<file path="src/rtl/fetch_stage.sv">
// Instruction fetch stage: PC register, I-memory request, IF/ID latch.
// Three-state control (FETCH/STALL/HALTED) with redirect, hazard hold and halt.
module fetch_stage #(
    parameter logic [31:0] PC_INIT = 32'h0000_0000,
    parameter logic [5:0]  HALT_OP = 6'b111111
) (
    input  logic        CLK,
    input  logic        RST,
    input  logic        pc_hold,
    input  logic        redirect_valid,
    input  logic [31:0] redirect_pc,
    input  logic        ihit,
    input  logic [31:0] iload,
    output logic        iren,
    output logic [31:0] iaddr,
    output logic [31:0] instr_IF,
    output logic [31:0] npc_IF,
    output logic        valid_IF,
    output logic        halt_IF,
    output logic [31:0] fetch_cnt,
    output logic [31:0] stall_cnt
);

    typedef enum logic [1:0] {S_FETCH, S_STALL, S_HALTED} state_t;

    state_t      r_state, w_nxt;
    logic [31:0] r_pc;
    logic [31:0] r_instr;
    logic [31:0] r_npc;
    logic        r_valid;
    logic        r_halt;
    logic [31:0] r_fetch_cnt;
    logic [31:0] r_stall_cnt;

    logic        w_redir;
    logic        w_accept;
    logic        w_clr_valid;
    logic        w_stall_inc;
    logic [31:0] w_pc_plus4;
    logic        w_unused;

    // Redirect targets are word aligned; the low bits are dropped.
    assign w_unused   = ^redirect_pc[1:0];
    assign w_pc_plus4 = r_pc + 32'd4;

    always_ff @(posedge CLK) begin
        if (RST) r_state <= S_FETCH;
        else     r_state <= w_nxt;
    end

    always_comb begin
        w_nxt       = r_state;
        w_redir     = 1'b0;
        w_accept    = 1'b0;
        w_clr_valid = 1'b0;
        w_stall_inc = 1'b0;
        if (r_state != S_HALTED && redirect_valid) begin
            w_redir = 1'b1;
            w_nxt   = S_FETCH;
        end else begin
            case (r_state)
                S_FETCH: begin
                    if (pc_hold) begin
                        w_nxt = S_STALL;
                    end else if (ihit) begin
                        w_accept = 1'b1;
                        if (iload[31:26] == HALT_OP) w_nxt = S_HALTED;
                    end else begin
                        w_clr_valid = 1'b1;
                    end
                end
                S_STALL: begin
                    if (pc_hold) w_stall_inc = 1'b1;
                    else         w_nxt = S_FETCH;
                end
                S_HALTED: w_clr_valid = 1'b1;
                default:  w_nxt = S_FETCH;
            endcase
        end
    end

    always_ff @(posedge CLK) begin
        if (RST) begin
            r_pc        <= PC_INIT;
            r_instr     <= '0;
            r_npc       <= '0;
            r_valid     <= 1'b0;
            r_halt      <= 1'b0;
            r_fetch_cnt <= '0;
            r_stall_cnt <= '0;
        end else begin
            if (w_redir) begin
                r_pc    <= {redirect_pc[31:2], 2'b00};
                r_valid <= 1'b0;
            end
            if (w_accept) begin
                r_instr     <= iload;
                r_npc       <= w_pc_plus4;
                r_valid     <= 1'b1;
                r_pc        <= w_pc_plus4;
                r_fetch_cnt <= r_fetch_cnt + 32'd1;
                if (iload[31:26] == HALT_OP) r_halt <= 1'b1;
            end
            if (w_clr_valid) r_valid <= 1'b0;
            if (w_stall_inc) r_stall_cnt <= r_stall_cnt + 32'd1;
        end
    end

    assign iren      = (r_state == S_FETCH);
    assign iaddr     = r_pc;
    assign instr_IF  = r_instr;
    assign npc_IF    = r_npc;
    assign valid_IF  = r_valid;
    assign halt_IF   = r_halt;
    assign fetch_cnt = r_fetch_cnt;
    assign stall_cnt = r_stall_cnt;

endmodule

</file>
<file path="config.mk">
export PLATFORM = sky130hd
export DESIGN_NAME = fetch_stage
export DESIGN_NICKNAME = d
export VERILOG_FILES = /design/src/rtl/fetch_stage.sv
export SDC_FILE = /design/constraint.sdc
export NUM_CORES = 1
export LEC_CHECK = 0
export CORE_MARGIN = 10
export CORE_UTILIZATION = 45
export DETAILED_ROUTE_END_ITERATION = 16
export GPL_TIMING_DRIVEN = 0
export PLACE_DENSITY = 0.78
export SYNTH_ARGS = -nofsm -noshare
export SYNTH_HDL_FRONTEND = slang
export SYNTH_SLANG_ARGS = --single-unit
export TNS_END_PERCENT = 20
</file>
<file path="constraint.sdc">
create_clock -name CLK -period 3 [get_ports CLK]
set_input_delay 0.3 -clock CLK [delete_from_list [all_inputs] [get_ports CLK]]
set_output_delay 0.3 -clock CLK [all_outputs]
set_load 0.1 [all_outputs]
</file>
==> metrics.md <==
| Metric | Value |
|---|---|
| Met2 routed WL | ~12000 microns |
| Xor/xnor share of the synthesized area | 0.103 |
| Syn-to-layout area delta | 43.4% |
| CORE AREA | approximately 16000 sq um |
| Via density | roughly 5.4 |
| Seq cells post-synth | between 150 and 200 |
| Max-Cap Viols | 0 |
| Max Fclk | roughly 370 MHz |
| Crit path required time | between 3 and 4 ns |
| # H-tree levels | 4 |
| Top post-synthesis cells by area | dfxtp_1 (44%), nor2_1 (6.0%), nand2_1 (6.0%) |
| Outcome | complete, no violations |
| DIE HEIGHT | between 100 and 150 microns |
| Post-Layout Cell Count | 1363 |
| Area of the die | about 22000 sq um |
| Critical path class | register to register |
| Root buffer cell | clkbuf_16 |
| Number of global-route vias before repair | slightly above 7000 |
| Peak supply drop | between 300 and 400 uV |
| Most instantiated library cell after synthesis | dfxtp_1 |
| Dpl hpwl | 18800 microns |
| Min-delay worst type | input pin to register |
| GRT overflow | 0 |
| YS warnings | 0 |
| CTS Sinks | 160 |
| Fin crit share | 0.911 |
| Synthesized cell area | between 7000 and 8000 sq um |
| Ys flop type | dfxtp_1 |
| Nets | approximately 1200 |
| GP Congestion | 0.929 |
| Post-synthesis compound-gate area fraction | 0.116 |
| Syn avg cell area | just over 8 sq um |
| First-pass GRT wire length | slightly below 40000 microns |
| Area leader, netlist | dfxtp_1 |
| Worst setup slack after layout | 0.266 ns |
| Via count | 7410 |
| Drt total wl | 24800 microns |
| Adder-Cell Fraction of Synth Area | 0.00517 |
| TritonRoute pass-1 iters | 6 |
| Async SR Flop Fraction | 0 |
| Post-synth top cells | dfxtp_1 (160), nor2_1 (117), nand2_1 (116), a21oi_1 (60), nand4_1 (46) |
| Dpl ws | -0.501 ns |
| Placed Instances | 1331 |
| Initial core utilization | 0.459 |
| Clk Latency, worst-skew pair | 0.43 ns |
| CTS Buf Count | 17 |
| Initial antenna violation count | 0 |
| Number of synthesized flops with an enable pin | 0 |
| Largest net degree at the start of global routing | 17 |
| RSZ-0062 raised after global routing | false |
| Fin Clk Skew | between 0.01 and 0.015 ns |
| Post-synthesis mux area share | 0.00414 |
| Layout cells sized above 1 | 0.0532 |
| Crit end category | register |
| Uppermost routed layer | met4 |
| Post-synth top area share | 0.441 |
| Leakage power | 3.48 nW |
| CTS max path bufs | 2 |
| Power per cell area | around 530 nW/um^2 |
| Fin crit period | between 2 and 3 ns |
| Die Width | about 150 microns |
| Remaining DRCs | 0 |
| Mapped Cells | around 900 |
| Ports | around 230 |
| Sequential area share after synthesis | 0.441 |
| Clk pin slew, worst setup/hold paths | around 0.060 ns |
| Post-Route M1 WL | between 9000 and 10000 microns |
| Rel. slew slack | 0.290 |
| Netlist cell types | 50 |
| ANT cells | 0 |
| CTS tree | done |
| Met3 WL post-DR | 2430 microns |
| Crit path launch type | register |
| GRT Util Overall | 0.223 |
| Crit path DAT | just over 3 ns |
| Antenna viol nets, final | 0 |
| Drt wl/cell | approximately 18 microns |
| PortBufs | roughly 220 |
| Final Max Tran Viols | 0 |
| Post-Synth Simple-Gate Area | 0.288 |
| Initial DRC Count | between 600 and 700 |
| Slew @ Worst Pin | between 1 and 1.5 ns |
| Post-CTS Setup Bufs | 0 |
| # rows | 46 |
| Final setup viols | 0 |
| Crit-path max FO | 10 |
| Largest family of logic cells by synthesized area | simple AND/OR/NAND/NOR gates |
| Hold Fails Final Rpt | 0 |
## power by group
group          leakage [nW]  internal (mW)  switching, mW  total (mW)
logic                  1.87          0.267          0.713       0.980
registers              1.30           2.19         0.0670        2.26
clock network         0.306           1.41          0.895        2.30
## sequential cells by signal, indices dropped and copies added, names as in the netlist
name       flops
valid_IF       1
fetch_cnt     32
npc_IF        30
iaddr         30
stall_cnt     32
r_state        2
instr_IF      32
halt_IF        1
## layout make-up
cell class                 count  area, sq um
buffer                        62          273
clock buffer                  21          480
clock inverter                11          154
fill                        1362         5410
inverter                       9         33.8
multi-input combinational    661         3770
sequential                   160         3200
tap                          216          270
timing repair buffer         223         2230
## stage by stage
step | util | total power [mW] | hold slack, ns | instance area (sq um) | TNS (ns)
after CTS | 0.658 | 5.56 | 0.382 | 10400 | 0
after global placement | 0.618 | 3.27 | 0.441 | 9780 | -12.39
after floorplan | - | 2.97 | 0.409 | 7270 | 0
final | 0.658 | 5.54 | 0.384 | 10400 | 0
after global routing | 0.658 | 5.71 | 0.423 | 10400 | 0
after detailed placement | 0.618 | 3.28 | 0.446 | 9780 | -13.97
## final timing paths
check / to / slack (ns) / start / cells after the start
hold reg to reg: instr_IF[24] / 0.45 / instr_IF[24] / 2
setup / recovery: iaddr[18] / 0.27 / r_state[1] / 5
setup reg to reg: iaddr[18] / 0.27 / r_state[1] / 5
hold / removal: fetch_cnt[3] / 0.38 / redirect_valid / 5
## cells in the final DEF (no fill, tap or decap), drive strengths merged, types with 3 or more instances in the layout
cell           Yosys  routed
a211oi            31      31
a21oi             60      60
a311oi             4       4
and2               4       4
and3              20      20
and4              13      13
buf               18      18
bufinv             0       3
clkbuf            44      65
clkdlybuf4s50      0     223
clkinv             0       5
conb               1       4
dfxtp            160     160
ha                 3       3
inv                9      10
mux2i              3       3
nand2            116     116
nand3             32      32
nand4             46      46
nor2             117     117
nor3              32      32
nor4              20      20
o21ai             20      20
o22ai              7       7
o31ai              5       5
or3               12      12
or4                4       4
xnor2             41      41
xor2              44      44
## cells by family (layout without fill, tap and decap cells)
family          count (synthesis)  in the layout
compound gates                138            138
xor+xnor                       85             85
fa+ha+maj                       3              3
buf+inv                        71            326
flops                         160            160
mux                             3              3
other cells                     1              4
simple gates                  428            428
## worst max-delay path, cell delays in order, from the launching register on
cell      delay [ns]
dfxtp_1         0.29
clkbuf_2        0.17
nor4b_2         0.74
nand2_1         0.51
o311ai_0        0.78
nor2_1          0.10
## routing by layer
metal	track usage	up-vias
li1	-	3605
met1	0.257	3453
met2	0.371	295
met3	0.0832	57
met4	0.0818	0
met5	0	-
## what timing repair did
| action | CTS | global route |
|---|---|---|
| resized for setup | 1 | 0 |
| hold buffers | 0 | 0 |
| endpoints found under the setup margin | 15 | 0 |
(Power assumes the default switching activity.)
